**config.mk**
```make
export PLATFORM = sky130hd
export DESIGN_NAME = ula_seq
export DESIGN_NICKNAME = d
export VERILOG_FILES = /design/src/rtl/ula_seq.sv
export SDC_FILE = /design/constraint.sdc
export NUM_CORES = 1
export LEC_CHECK = 0
export ABC_AREA = 1
export CAP_MARGIN = 10
export CORE_MARGIN = 2
export CORE_UTILIZATION = 53
export DETAILED_ROUTE_END_ITERATION = 12
export GPL_ROUTABILITY_DRIVEN = 1
export PLACE_DENSITY = 0.8
export SLEW_MARGIN = 25
export SYNTH_ARGS = -nofsm -noshare
export SYNTH_HDL_FRONTEND = slang
export SYNTH_SLANG_ARGS = --single-unit
```
**constraint.sdc**
```tcl
create_clock -name clk -period 1.8 [get_ports clk]
set_input_delay 0.54 -clock clk [delete_from_list [all_inputs] [get_ports clk]]
set_output_delay 0.54 -clock clk [all_outputs]
set_load 0.05 [all_outputs]
```
**src/rtl/ula_seq.sv**
```systemverilog
// ula_seq: registered, valid/ready-handshaked add/sub/logic/shift/accumulate unit.
// One operation in flight at a time; result held in HOLD until consumed.
// Optional feature macro: ULA_SEQ_MUL_EN adds an iterative shift-add multiplier
// (opcode 111, BUSY state). Without it, opcode 111 completes in one cycle with s=0, ovf=1.
//
//  state | meaning
//  IDLE  | waiting for an operation, in_ready=1
//  HOLD  | result presented, out_valid=1 until out_ready
//  BUSY  | multiplier iterating, one partial product per cycle (MUL builds only)
module ula_seq #(
    parameter int WIDTH = 4
) (
    input  logic             clk,
    input  logic             rst_n,
    input  logic             in_valid,
    output logic             in_ready,
    input  logic [2:0]       op,
    input  logic [WIDTH-1:0] input_a,
    input  logic [WIDTH-1:0] input_b,
    output logic             out_valid,
    input  logic             out_ready,
    output logic [WIDTH-1:0] output_s,
    output logic             ovf,
    output logic             zero
);

    localparam int SHW = $clog2(WIDTH);
    localparam logic [2:0] OP_ADD = 3'b000;
    localparam logic [2:0] OP_SUB = 3'b001;
    localparam logic [2:0] OP_AND = 3'b010;
    localparam logic [2:0] OP_OR  = 3'b011;
    localparam logic [2:0] OP_XOR = 3'b100;
    localparam logic [2:0] OP_SHL = 3'b101;
    localparam logic [2:0] OP_ACC = 3'b110;
    localparam logic [2:0] OP_MUL = 3'b111;

`ifdef ULA_SEQ_MUL_EN
    typedef enum logic [1:0] {IDLE, HOLD, BUSY} state_t;
    localparam int CW = $clog2(WIDTH + 1);
`else
    typedef enum logic [1:0] {IDLE, HOLD} state_t;
`endif

    state_t state, state_nxt, accept_dest;

    logic             accept;
    logic [WIDTH-1:0] acc;
    logic [WIDTH-1:0] res;
    logic             res_ovf;
    logic [WIDTH:0]   add_full;
    logic [WIDTH:0]   acc_full;
    logic [WIDTH-1:0] sub_res;
    logic [2*WIDTH-1:0] shl_full;

`ifdef ULA_SEQ_MUL_EN
    logic [2*WIDTH-1:0] mcand;
    logic [2*WIDTH-1:0] prod;
    logic [2*WIDTH-1:0] prod_nxt;
    logic [WIDTH-1:0]   mplier;
    logic [CW-1:0]      cnt;
`endif

    assign accept = in_valid & in_ready;
    assign zero   = (output_s == '0);

    // State register.
    always_ff @(posedge clk or negedge rst_n) begin
        if (!rst_n) state <= IDLE;
        else        state <= state_nxt;
    end

    // Next-state and handshake outputs.
    always_comb begin
        state_nxt   = state;
        in_ready    = 1'b0;
        out_valid   = 1'b0;
        accept_dest = HOLD;
`ifdef ULA_SEQ_MUL_EN
        if (op == OP_MUL) accept_dest = BUSY;
`endif
        case (state)
            IDLE: begin
                in_ready = 1'b1;
                if (in_valid) state_nxt = accept_dest;
            end
            HOLD: begin
                out_valid = 1'b1;
                in_ready  = out_ready;
                if (out_ready) state_nxt = in_valid ? accept_dest : IDLE;
            end
`ifdef ULA_SEQ_MUL_EN
            BUSY: begin
                if (cnt == CW'(1)) state_nxt = HOLD;
            end
`endif
            default: state_nxt = IDLE;
        endcase
    end

    // Single-cycle result computed straight from the offered operands.
    always_comb begin
        add_full = {1'b0, input_a} + {1'b0, input_b};
        sub_res  = input_a - input_b;
        shl_full = {{WIDTH{1'b0}}, input_a} << input_b[SHW-1:0];
        acc_full = {1'b0, acc} + {1'b0, input_a};
        res      = '0;
        res_ovf  = 1'b0;
        case (op)
            OP_ADD: begin
                res     = add_full[WIDTH-1:0];
                res_ovf = add_full[WIDTH];
            end
            OP_SUB: begin
                res     = sub_res;
                res_ovf = (input_a[WIDTH-1] != input_b[WIDTH-1]) &&
                          (sub_res[WIDTH-1] != input_a[WIDTH-1]);
            end
            OP_AND: res = input_a & input_b;
            OP_OR:  res = input_a | input_b;
            OP_XOR: res = input_a ^ input_b;
            OP_SHL: begin
                res     = shl_full[WIDTH-1:0];
                res_ovf = |shl_full[2*WIDTH-1:WIDTH];
            end
            OP_ACC: begin
                res     = acc_full[WIDTH-1:0];
                res_ovf = acc_full[WIDTH];
            end
`ifndef ULA_SEQ_MUL_EN
            OP_MUL: begin
                res     = '0;
                res_ovf = 1'b1;
            end
`endif
            default: begin
                res     = '0;
                res_ovf = 1'b0;
            end
        endcase
    end

`ifdef ULA_SEQ_MUL_EN
    assign prod_nxt = prod + (mplier[0] ? mcand : '0);
`endif

    // Result, accumulator and multiplier registers.
    always_ff @(posedge clk or negedge rst_n) begin
        if (!rst_n) begin
            output_s <= '0;
            ovf      <= 1'b0;
            acc      <= '0;
`ifdef ULA_SEQ_MUL_EN
            mcand    <= '0;
            prod     <= '0;
            mplier   <= '0;
            cnt      <= '0;
`endif
        end else begin
`ifdef ULA_SEQ_MUL_EN
            if (accept && op == OP_MUL) begin
                mcand  <= {{WIDTH{1'b0}}, input_a};
                mplier <= input_b;
                prod   <= '0;
                cnt    <= CW'(WIDTH);
            end else if (state == BUSY) begin
                prod   <= prod_nxt;
                mcand  <= mcand << 1;
                mplier <= mplier >> 1;
                cnt    <= cnt - CW'(1);
                // Last partial product: publish the result as we enter HOLD.
                if (cnt == CW'(1)) begin
                    output_s <= prod_nxt[WIDTH-1:0];
                    ovf      <= |prod_nxt[2*WIDTH-1:WIDTH];
                end
            end
            if (accept && op != OP_MUL) begin
`else
            if (accept) begin
`endif
                output_s <= res;
                ovf      <= res_ovf;
                if (op == OP_ACC) acc <= acc_full[WIDTH-1:0];
            end
        end
    end

endmodule

```
Word-level counts from Yosys, hierarchy flattened

Cells that the tools add are included.

Multipliers: 0
Bitwise operators: 4
Mux-type cells: 8
$add $sub $neg: 3
Divide/modulo/power cells: 0
Shift operators: 1
Order comparisons: 0
Equality and inequality tests: 12
Reductions and logical operators: 7

Operators with widths:

| kind                                                             | count |
|---|---|
| 4-bit one-hot mux with 8 select lines                            | 1 |
| 3-bit == test (second input constant)                            | 4 |
| 4-bit by 4-bit adder with 5-bit output                           | 2 |
| 4-bit by 2-bit left shift with 8-bit output                      | 1 |
| 3-bit by 2-bit == test with 1-bit output (second input constant) | 2 |
| 1-bit one-hot mux with 5 select lines                            | 1 |
| 4-bit bitwise AND                                                | 1 |
| 4-bit logical NOT                                                | 1 |
| 2-bit 2-to-1 mux                                                 | 2 |
| 2-bit inequality test (second input constant)                    | 2 |
| 4-bit OR                                                         | 1 |
| 2-bit one-hot mux with 2 select lines                            | 1 |
| 2-bit AND reduction                                              | 2 |
| 4-bit OR reduction                                               | 1 |
| 4-bit subtractor                                                 | 1 |
| 4-bit bitwise XOR                                                | 1 |
| 3-bit by 1-bit == test with 1-bit output (second input constant) | 1 |
| 3-bit logical NOT                                                | 1 |
| 2-bit by 1-bit == test with 1-bit output (second input constant) | 1 |
| 2-bit logical NOT                                                | 1 |
| 1-bit 2-to-1 mux                                                 | 2 |
| 1-bit inequality test                                            | 2 |
| 1-bit one-hot mux with 2 select lines                            | 1 |
| 1-bit bitwise AND                                                | 1 |
| 1-bit logical AND                                                | 1 |

Logic and storage cells: 39
Memories kept: 0
Bits in read-only memories: 0
Flip-flop bits (word level): 11
RAM bits: 0
Bits in latches: 0
Output and inout bits: 8

Logic depth before layout (Yosys ltp)

Depth after elaboration: 4
Depth in mapped cells: 12
Depth with buffers taken out: 12

Worst setup path before layout

OpenSTA, ideal clock, no wires.

Kind: register to output
Start: register output_s[1]
End: output zero
Data arrival time: 2166 ps
Stages on the path, launching flop included: 2
Slack: -906 ps
Buffers on the path: 0
Data required time: 1260 ps
Cell sequence: dfrtp_1 nor4_1

Cells in the longest elaborated chain, start to end: 1

Ends and longest elaborated chain:

| item                   | line | source |
|---|---|---|
| start, declared        | 22   | `output logic [WIDTH-1:0] output_s,` |
| start signal, assigned | 180  | `output_s <= res;` |
| 4-bit logical NOT      | 64   | `assign zero = (output_s == '0);` |
| end, declared          | 24   | `output logic zero` |

Every way passes these cells.

Worst setup path in the final report

Start: input input_a[1]
End: register output_s[2]

Cells in the longest elaborated chain, start to end: 2
Elaborated cells between the ends (all ways): 5

Ends and longest elaborated chain:

| item                                                           | line | source |
|---|---|---|
| start, declared                                                | 18   | `input logic [WIDTH-1:0] input_a,` |
| 4-bit by 4-bit adder with 5-bit output (tied with other cells) | 105  | `acc_full = {1'b0, acc} + {1'b0, input_a};` |
| 4-bit one-hot mux with 8 select lines *                        | 108  | `case (op)` |

Every way passes the cells marked *; elsewhere a longest branch is shown, timed or not.
A chain may end at the register's enable or synchronous reset.

==> impl_metrics.env <==
export IMPL_synth_ff_latch_count=10
export IMPL_edff_count_synth=0
export IMPL_post_route_period_util_pct=102
export IMPL_synth_compound_area_share_pct=9.43
export IMPL_routed_wire_length_per_instance_um=18.3
export IMPL_antenna_violation_net_count_after_detailed_routing=0
export IMPL_detail_route_iter0_violations=106
export IMPL_critPathLaunchType="input pin"
export IMPL_globalRouteTotalUtil_pct=39.6
export IMPL_layout_drive_gt1_share_pct=34.7
export IMPL_skew_ns=0.00553
export IMPL_synth_yosys_warnings=0
export IMPL_combinational_family_with_the_most_area_after_synthesis="simple AND/OR/NAND/NOR gates"
export IMPL_postSynth_asyncResetShare_pct=100
export IMPL_tritoncts_num_sinks=10
export IMPL_maximum_capacitance_violations=0
export IMPL_worst_path_slowest_cell="fa_2"
export IMPL_synth_sequential_area_ratio_pct=19.6
export IMPL_number_of_stages_on_the_worst_hold_path=2
export IMPL_setup_viol_count_final=1
export IMPL_routabilityCongestion=0.943
export IMPL_total_leakage_power_nw=1.01
export IMPL_grt_overflow_total=0
export IMPL_wire_length_of_the_first_global_routing_pass_um=7610
export IMPL_routed_wl_um=4930
export IMPL_finalHoldViolations=0
export IMPL_drt_first_pass_iters=5
export IMPL_power_frac_comb_pct=63.5
export IMPL_slew_violations=0
export IMPL_power_total_mw=1.60
export IMPL_tritoncts_num_buffers=3
export IMPL_grt_setup_unrepaired="true"
export IMPL_clock_power_share_pct=13.2
export IMPL_power_frac_seq_pct=23.3
export IMPL_num_io_pins=23
export IMPL_cp_data_required_time_ns=2.01
export IMPL_worst_slack_ns=-0.0422
export IMPL_synth_simple_gate_area_share_pct=36.4
export IMPL_drc=0
export IMPL_fin_crit_ns=1.84
export IMPL_cts_root_buf="clkbuf_4"
export IMPL_antennaDiodeCount=0
export IMPL_p_sw_mw=0.712
export IMPL_clk_path_buf_depth=2
export IMPL_clk_pin_slew_worst_paths_ns=0.06
export IMPL_synth_xor_area_share_pct=2.06
export IMPL_critPathBufInv=2
export IMPL_criticalPathCategory="input pin to flip-flop"
export IMPL_violations="negative setup slack"
export IMPL_first_global_vias=1568
export IMPL_yosys_area_share_adder_pct=20.4
export IMPL_coreArea_sq_um=2230
export IMPL_arrival_time_of_data_at_the_critical_path_endpoint_ns=2.06
export IMPL_grt_max_degree=11
export IMPL_synthesis_area_per_instance_sq_um=6.85
export IMPL_critPathCaptureType="flip-flop"
export IMPL_die_width_um=53.0
export IMPL_path_cells="dlygate4sd2_1 -> inv_2 -> fa_2 -> xnor2_1 -> nand2_1 -> nand2_1 -> nor2_1 -> nand2_1 -> nand2_1 -> nand2_1"
export IMPL_switching_share_pct=44.4
export IMPL_start_util_pct=57.0
export IMPL_synth_ff_type="dfrtp_1"
export IMPL_worstPathMaxFanout=4
export IMPL_most_common_cell_after_layout_fill_and_taps_aside="nand2_1"
export IMPL_synth_cell_area_sq_um=1270
export IMPL_max_slew_margin_rel_pct=67.7
export IMPL_power_density_cell_area_nw_per_um2=808
export IMPL_crit_cells=10
export IMPL_port_buffers=22
export IMPL_fmaxAchievable_mhz=543
export IMPL_r2r_cells=10
export IMPL_area_growth_syn_to_layout_pct=55.6
export IMPL_dp_hpwl_um=3240
export IMPL_die_area_sq_um=2810
export IMPL_worstSkewPairLatency_ns=0.28
export IMPL_placementRows=17
export IMPL_worst_slew_pin_transition_ns=0.483
export IMPL_antenna_violations_before_repair=0
export IMPL_timing_critical_path_mode_cell="nand2_1"
export IMPL_power_report_internal_total_mw=0.890
export IMPL_tritoncts="built"
export IMPL_placedInstanceArea_sq_um=1820
export IMPL_clock_tree_htree_level_count=1
export IMPL_crit_path_max_incr_delay_ns=0.41
export IMPL_critical_path_top_delay_family="simple AND/OR/NAND/NOR gates"
export IMPL_design_area_sq_um=1980
export IMPL_vdd_ir_drop_worst_mv=0.924
export IMPL_synth_mux_area_fraction_pct=2.55
export IMPL_mostFrequentLayoutCells="nand2_1, buf_4, inv_1"
export IMPL_outcome="finished with violations"
export IMPL_worst_hold_path_type="flip-flop to flip-flop"
export IMPL_net_count_synth=220
export IMPL_synth_cell_type_count=32
export IMPL_die_height_um=53.0
export IMPL_finalNetCount=277
export IMPL_detail_route_vias_per_cell=5.88
export IMPL_post_synth_inst_count=186
export IMPL_via_count=1588
path summary, 6_finish.rpt:
check	startpoint	end	slack, ns
setup / recovery	input_a[1]	output_s[2]	-0.04
hold / removal	ovf	ovf	0.53
setup reg to reg	acc[0]	output_s[2]	0.04
hold reg to reg	ovf	ovf	0.53
max in group asynchronous	rst_n	output_s[0]	0.89
min in group asynchronous	rst_n	acc[3]	0.58
synthesized netlist by cell type, types with 3 or more instances:
cell / instances / area share (%)
nand2_1: 55 / 16
inv_1: 24 / 7.1
ha_1: 16 / 16
nand3_1: 15 / 5.9
nor2_1: 15 / 4.4
dfrtp_1: 10 / 20
a21oi_1: 8 / 3.1
inv_2: 4 / 1.2
nand3b_1: 4 / 2.4
fa_1: 3 / 4.7
o21ai_0: 3 / 1.2
o21ai_1: 3 / 1.2
metrics by stage:
stage,setup TNS (ns),setup WS (ns),hold WS (ns),utilization (%),cells
after floorplan,-0.0515,-0.0515,0.244,-,186
after global placement,-3.31,-0.527,0.472,81.7,264
after detailed placement,-3.70,-0.585,0.476,81.7,264
after CTS,0,0.00186,0.493,88.0,270
after global routing,-0.225,-0.139,0.572,88.7,270
final,-0.0422,-0.0422,0.529,88.7,270
layer usage:
layer  up-vias  track usage [%]  routed length, um
met5         -             4.76                  0
met4         0             25.2                319
met3        39             10.2                518
met2       124             68.3               2400
met1       715             42.0               1700
li1        710                -                  -
cell type report:
cell class	instances	area, sq um
fillers	114	251
multi-input cells	146	1030
inverters	28	105
clock buffers	4	36.3
repair buffers	54	526
well taps	28	35.0
flip-flops and latches	10	250
flip-flops by register name, summed over array words and instances (netlist names):
name      count
output_s      4
state         1
ovf           1
acc           4
worst reg2reg max path, cell delays in order, from the launching register on:
cell	delay (ns)
dfrtp_1	0.39
ha_4	0.14
inv_1	0.04
fa_2	0.35
xnor2_1	0.25
nand2_1	0.14
nand2_1	0.09
nor2_1	0.05
nand2_1	0.07
nand2_1	0.08
nand2_1	0.09
power groups by stage:
stage | sequential (mW) | combinational, mW | clock [mW]
floorplan | 0.429 | 0.409 | 0
global placement | 0.359 | 0.814 | 0
detailed placement | 0.363 | 0.854 | 0
CTS | 0.368 | 0.935 | 0.210
global route | 0.383 | 1.07 | 0.225
finish | 0.374 | 1.02 | 0.211
kinds of logic (layout without fill, tap and decap cells):
kind of cell | count (synthesis) | count (layout)
compound gates | 21 | 21
xor+xnor | 3 | 3
fa+ha+maj | 19 | 19
buf+inv | 30 | 86
flops | 10 | 10
mux | 3 | 3
simple gates | 100 | 100
what timing repair did:
action                                 4_1_cts  5_1_grt
setup endpoints to repair                    8        5
endpoints found under the hold margin        0        0
setup buffers                                2        0
hold buffers                                 0        0
resized for setup                           34        9
pin swaps                                    8        3
Power figures use the tool's default switching activity.
